$ cat src/rtl/id_ex_stage_reg.sv
// ID/EX pipeline stage register: valid/ready handshake, one-entry skid buffer,
// hazard NOP bubbles and synchronous flush. Define ID_EX_PERF_EN for stall/bubble counters.
module id_ex_stage_reg #(
    parameter int unsigned         DATA_W   = 32,
    parameter int unsigned         REG_AW   = 5,
    parameter int unsigned         NUM_SRC  = 2,
    parameter int unsigned         CTRL_W   = 13,
    parameter logic [CTRL_W-1:0]   CTRL_NOP = '0
) (
    input  logic                        clk,
    input  logic                        rst,
    input  logic                        in_valid,
    output logic                        in_ready,
    input  logic [CTRL_W-1:0]           in_ctrl,
    input  logic [DATA_W-1:0]           in_pc,
    input  logic [NUM_SRC*DATA_W-1:0]   in_rdata,
    input  logic [DATA_W-1:0]           in_imm,
    input  logic [NUM_SRC*REG_AW-1:0]   in_rs,
    input  logic [2*REG_AW-1:0]         in_rd,
    input  logic                        bubble,
    input  logic                        flush,
    output logic                        out_valid,
    input  logic                        out_ready,
    output logic [CTRL_W-1:0]           out_ctrl,
    output logic [DATA_W-1:0]           out_pc,
    output logic [NUM_SRC*DATA_W-1:0]   out_rdata,
    output logic [DATA_W-1:0]           out_imm,
    output logic [NUM_SRC*REG_AW-1:0]   out_rs,
    output logic [2*REG_AW-1:0]         out_rd
`ifdef ID_EX_PERF_EN
    ,
    output logic [31:0]                 stall_cnt,
    output logic [31:0]                 bubble_cnt
`endif
);

    logic                        m_valid, s_valid;
    logic [CTRL_W-1:0]           m_ctrl, s_ctrl;
    logic [DATA_W-1:0]           m_pc, s_pc;
    logic [NUM_SRC*DATA_W-1:0]   m_rdata, s_rdata;
    logic [DATA_W-1:0]           m_imm, s_imm;
    logic [NUM_SRC*REG_AW-1:0]   m_rs, s_rs;
    logic [2*REG_AW-1:0]         m_rd, s_rd;

    logic accept, drain, m_free, nop_ins;

    assign in_ready = ~s_valid & ~bubble & ~flush;
    assign accept   = in_valid & in_ready;
    assign drain    = m_valid & out_ready;
    assign m_free   = ~m_valid | drain;
    // A pending skid entry must leave before any bubble may enter, keeping order.
    assign nop_ins  = ~flush & ~s_valid & bubble & m_free;

    always_ff @(posedge clk or posedge rst) begin
        if (rst) begin
            m_valid <= 1'b0;
            m_ctrl  <= CTRL_NOP;
            m_pc    <= '0;
            m_rdata <= '0;
            m_imm   <= '0;
            m_rs    <= '0;
            m_rd    <= '0;
            s_valid <= 1'b0;
            s_ctrl  <= CTRL_NOP;
            s_pc    <= '0;
            s_rdata <= '0;
            s_imm   <= '0;
            s_rs    <= '0;
            s_rd    <= '0;
        end else if (flush) begin
            m_valid <= 1'b0;
            s_valid <= 1'b0;
        end else if (s_valid) begin
            if (drain) begin
                m_ctrl  <= s_ctrl;
                m_pc    <= s_pc;
                m_rdata <= s_rdata;
                m_imm   <= s_imm;
                m_rs    <= s_rs;
                m_rd    <= s_rd;
                s_valid <= 1'b0;
            end
        end else if (nop_ins) begin
            m_valid <= 1'b1;
            m_ctrl  <= CTRL_NOP;
            m_pc    <= '0;
            m_rdata <= '0;
            m_imm   <= '0;
            m_rs    <= '0;
            m_rd    <= '0;
        end else if (accept) begin
            if (m_free) begin
                m_valid <= 1'b1;
                m_ctrl  <= in_ctrl;
                m_pc    <= in_pc;
                m_rdata <= in_rdata;
                m_imm   <= in_imm;
                m_rs    <= in_rs;
                m_rd    <= in_rd;
            end else begin
                s_valid <= 1'b1;
                s_ctrl  <= in_ctrl;
                s_pc    <= in_pc;
                s_rdata <= in_rdata;
                s_imm   <= in_imm;
                s_rs    <= in_rs;
                s_rd    <= in_rd;
            end
        end else if (drain) begin
            m_valid <= 1'b0;
        end
    end

    assign out_valid = m_valid;
    assign out_ctrl  = m_valid ? m_ctrl : CTRL_NOP;
    assign out_pc    = m_pc;
    assign out_rdata = m_rdata;
    assign out_imm   = m_imm;
    assign out_rs    = m_rs;
    assign out_rd    = m_rd;

`ifdef ID_EX_PERF_EN
    always_ff @(posedge clk or posedge rst) begin
        if (rst) begin
            stall_cnt  <= '0;
            bubble_cnt <= '0;
        end else if (flush) begin
            stall_cnt  <= '0;
            bubble_cnt <= '0;
        end else begin
            if (m_valid & ~out_ready)
                stall_cnt <= stall_cnt + 32'd1;
            if (nop_ins)
                bubble_cnt <= bubble_cnt + 32'd1;
        end
    end
`endif

endmodule

$ cat config.mk
export PLATFORM = sky130hd
export DESIGN_NAME = id_ex_stage_reg
export DESIGN_NICKNAME = d
export VERILOG_FILES = /design/src/rtl/id_ex_stage_reg.sv
export SDC_FILE = /design/constraint.sdc
export NUM_CORES = 1
export LEC_CHECK = 0
export ABC_AREA = 1
export BUFFER_PORTS_ARGS = -buffer_cell sky130_fd_sc_hd__buf_2
export CORE_MARGIN = 2
export CORE_UTILIZATION = 54
export DETAILED_ROUTE_END_ITERATION = 16
export PLACE_DENSITY = 0.8
export SYNTH_ARGS = -nofsm -noshare
export SYNTH_HDL_FRONTEND = slang
export SYNTH_SLANG_ARGS = --single-unit
$ cat constraint.sdc
create_clock -name clk -period 15.55 [get_ports clk]
set_clock_uncertainty 0.15 [all_clocks]
set_input_delay 3.11 -clock clk [delete_from_list [all_inputs] [get_ports clk]]
set_output_delay 3.11 -clock clk [all_outputs]
set_load 0.02 [all_outputs]
==> run metrics <==
status=finished, final reports clean; simple-gate portion of the synthesized area=32.13%; Critical Path Start Type=input port; Critical Path Start=bubble; IO Pins=330; hold slack=0.3256 ns; grt ovf=0; Setup Total Neg Slack=0 ns; slowest stage delay, CP=0.19 ns; Die Y=168.4 microns; first-pass GRT wire length=63760 microns; Synth area leader=dfrtp_1; gpl congestion=0.8362; #FFs+latches synth=324; Setup CP Type=input port to output pin; cell area after synthesis=14600 sq um; vias per cell=5.262; Yosys Warn Count=0; flop2flop setup slack=10.77 ns; WHS Endpoint=out_rd[6]$_DFFE_PP0P_; area added between synthesis and finish=19.72%; Max-Cap Viols=0; FF-to-FF Start=out_valid$_DFFE_PP0P_; multiplexer share of the synthesized area=0%; slew margin rel.=26.36%; Syn Nets=2063; endpoints failing setup=0; share of the synthesized area in the top cell type=55.52%; top cells by area, synth=dfrtp_1 (56%), nand2_1 (27%), nand3_1 (3.9%); fmax=0.1453 GHz; drt drc=0; Reg2Reg Depth=8; initial antenna violation count=8; Compound-Gate Fraction of Synth Area=6.546%; Die Footprint=28370 sq um; Final Power=2824 uW; final hold vios=0; layout cells sized above 1=18.83%; clk_lat worst skew=0.50 ns; HP Class=register to register; hold_buf cts=0; Post-Syn Instances=1896; CP Capture Type=output pin; fin nets=2319; buffers added on ports=329; FF-to-FF End=out_rs[2]$_DFFE_PP0P_; Slowest cell on crit path=nor3_1; gr usage total=27.50%; Slew @ Worst Pin=1.105 ns; Worst Path Arrival=3.62 ns; Leakage Power=0.01008 uW; post-route antenna net violation count=0; First-pass DRT Iterations=5; post-synthesis sequential area ratio=55.52%; Max H-tree Level=2; Adder-Cell Fraction of Synth Area=0%; initial DRC count=1303; required time worst endpoint=12.29 ns; Final period util=44.25%; Post-Synth XOR/XNOR Area=0%; Num CTS Buffers=36; Worst VDD drop=0.1024 mV; hold path start=out_rd[6]$_DFFE_PP0P_; post-DP HPWL=23770 microns; routed length per instance=15.50 microns; Unique masters post-synth=19; CP most frequent cell=buf_2; die width=168.4 microns; area taken by multi-input logic gates=5674 sq um; sequential cell area=8112 sq um; Starting Density=54.64%; Layout fillers=2220; vias in the first global route=12890; Rows=60; total core area=26730 sq um; pwr dens=161.6 nW/um^2; post-CTS resize count=0; Mean Syn Cell Area=7.702 sq um; clk slew on worst S/H paths=0.06 ns; fin. max-slew vios=0; largest net degree at the start of global routing=124; crit-path max FO=3; setup repair bufs after CTS=0; min Tclk post-route=6.882 ns; Util after Layout=65.41%; maximum buffer depth of the clock tree=3; combinational family with the most area after synthesis=simple AND/OR/NAND/NOR gates; RSZ-0062 raised after global routing=false; vias=13280; Routed WL=39130 microns; cells along the critical path=buf_2, nor3_1, buf_2; clock sink count=324; worst hold path cell count=2; CTS tree=done; Root Driver=clkbuf_16
==> per-layer routing <==
| metal | wire length, microns | share of wire (%) | global-route usage (%) | up-vias |
|---|---|---|---|---|
| li1 | - | - | - | 6360 |
| met3 | 3456 | 8.8 | 5.853 | 86 |
| met1 | 16390 | 42 | 37.32 | 6248 |
| met5 | 12 | 0.031 | 0 | - |
| met2 | 18110 | 46 | 44.19 | 585 |
| met4 | 1169 | 3.0 | 9.745 | 2 |
==> layout make-up <==
class,instances,area share (%)
diodes,6,0.08589
clock buffers,49,6.127
well taps,341,2.441
flip-flops and latches,324,46.40
multi-input cells,1374,32.46
repair buffers,342,9.977
inverters,74,1.653
clock inverters,14,0.8589
==> state kept, by name, indices dropped and copies added (netlist names) <==
name / count
s_rdata: 64
out_rdata: 64
s_rd: 10
out_valid: 1
s_valid: 1
out_imm: 32
s_pc: 32
s_rs: 10
out_pc: 32
s_imm: 32
out_rd: 10
m_ctrl: 13
s_ctrl: 13
out_rs: 10
==> power breakdown <==
| group | switching, uW | internal [uW] | total [uW] |
|---|---|---|---|
| Clock | 337 | 531 | 868 |
| Combinational | 458 | 238 | 696 |
| Sequential | 157 | 1100 | 1260 |
==> worst max-delay path by stage <==
stage / slack (ns) / cells past startpoint / end
global route: 8.62 / 3 / in_ready
detailed placement: 8.47 / 9 / out_rs[2]$_DFFE_PP0P_
finish: 8.67 / 3 / in_ready
floorplan: 3.32 / 1 / m_ctrl[0]$_DFFE_PP0P_
CTS: 8.66 / 3 / in_ready
global placement: 8.55 / 9 / out_imm[6]$_DFFE_PP0P_
==> kinds of logic (layout without fill, tap and decap cells) <==
family / count (synthesis) / count (layout)
flops: 324 / 324
other cells: 0 / 6
buf+inv: 198 / 479
simple gates: 1210 / 1210
compound gates: 164 / 164
==> placed cells by master, fill, tap and decap left out, drive strengths merged <==
cell      netlist  layout
clkinv          0      12
clkbuf         54      49
nor3            1       1
inv            74      71
a21oi           1       1
a21boi         54      54
or2             1       1
nand2        1039    1039
nand3         113     113
o21ai         109     109
bufinv          0       3
dfrtp         324     324
buf            70     342
nor2           55      55
clkinvlp        0       2
diode           0       6
nand4           1       1
==> critical path, delay by kind of cell <==
kind / cells / cell delay, ns
buf+inv: 2 / 0.32
simple gates: 1 / 0.19
==> through the flow <==
step                cell area [sq um]  cells  setup slack (ns)
floorplan                       14600   1896             3.320
global placement                16250   2455             8.555
detailed placement              16250   2455             8.472
CTS                             17470   2518             8.661
global route                    17480   2523             8.622
finish                          17480   2524             8.668
==> synthesized netlist by cell type, drive strengths merged <==
cell type and number:
clkbuf 54, inv 74, o21ai 109, nor2 55
nor3 1, buf 70, dfrtp 324, nand4 1
nand2 1039, nand3 113, a21oi 1, a21boi 54
or2 1
No activity file was read; power rests on OpenSTA's default activity.
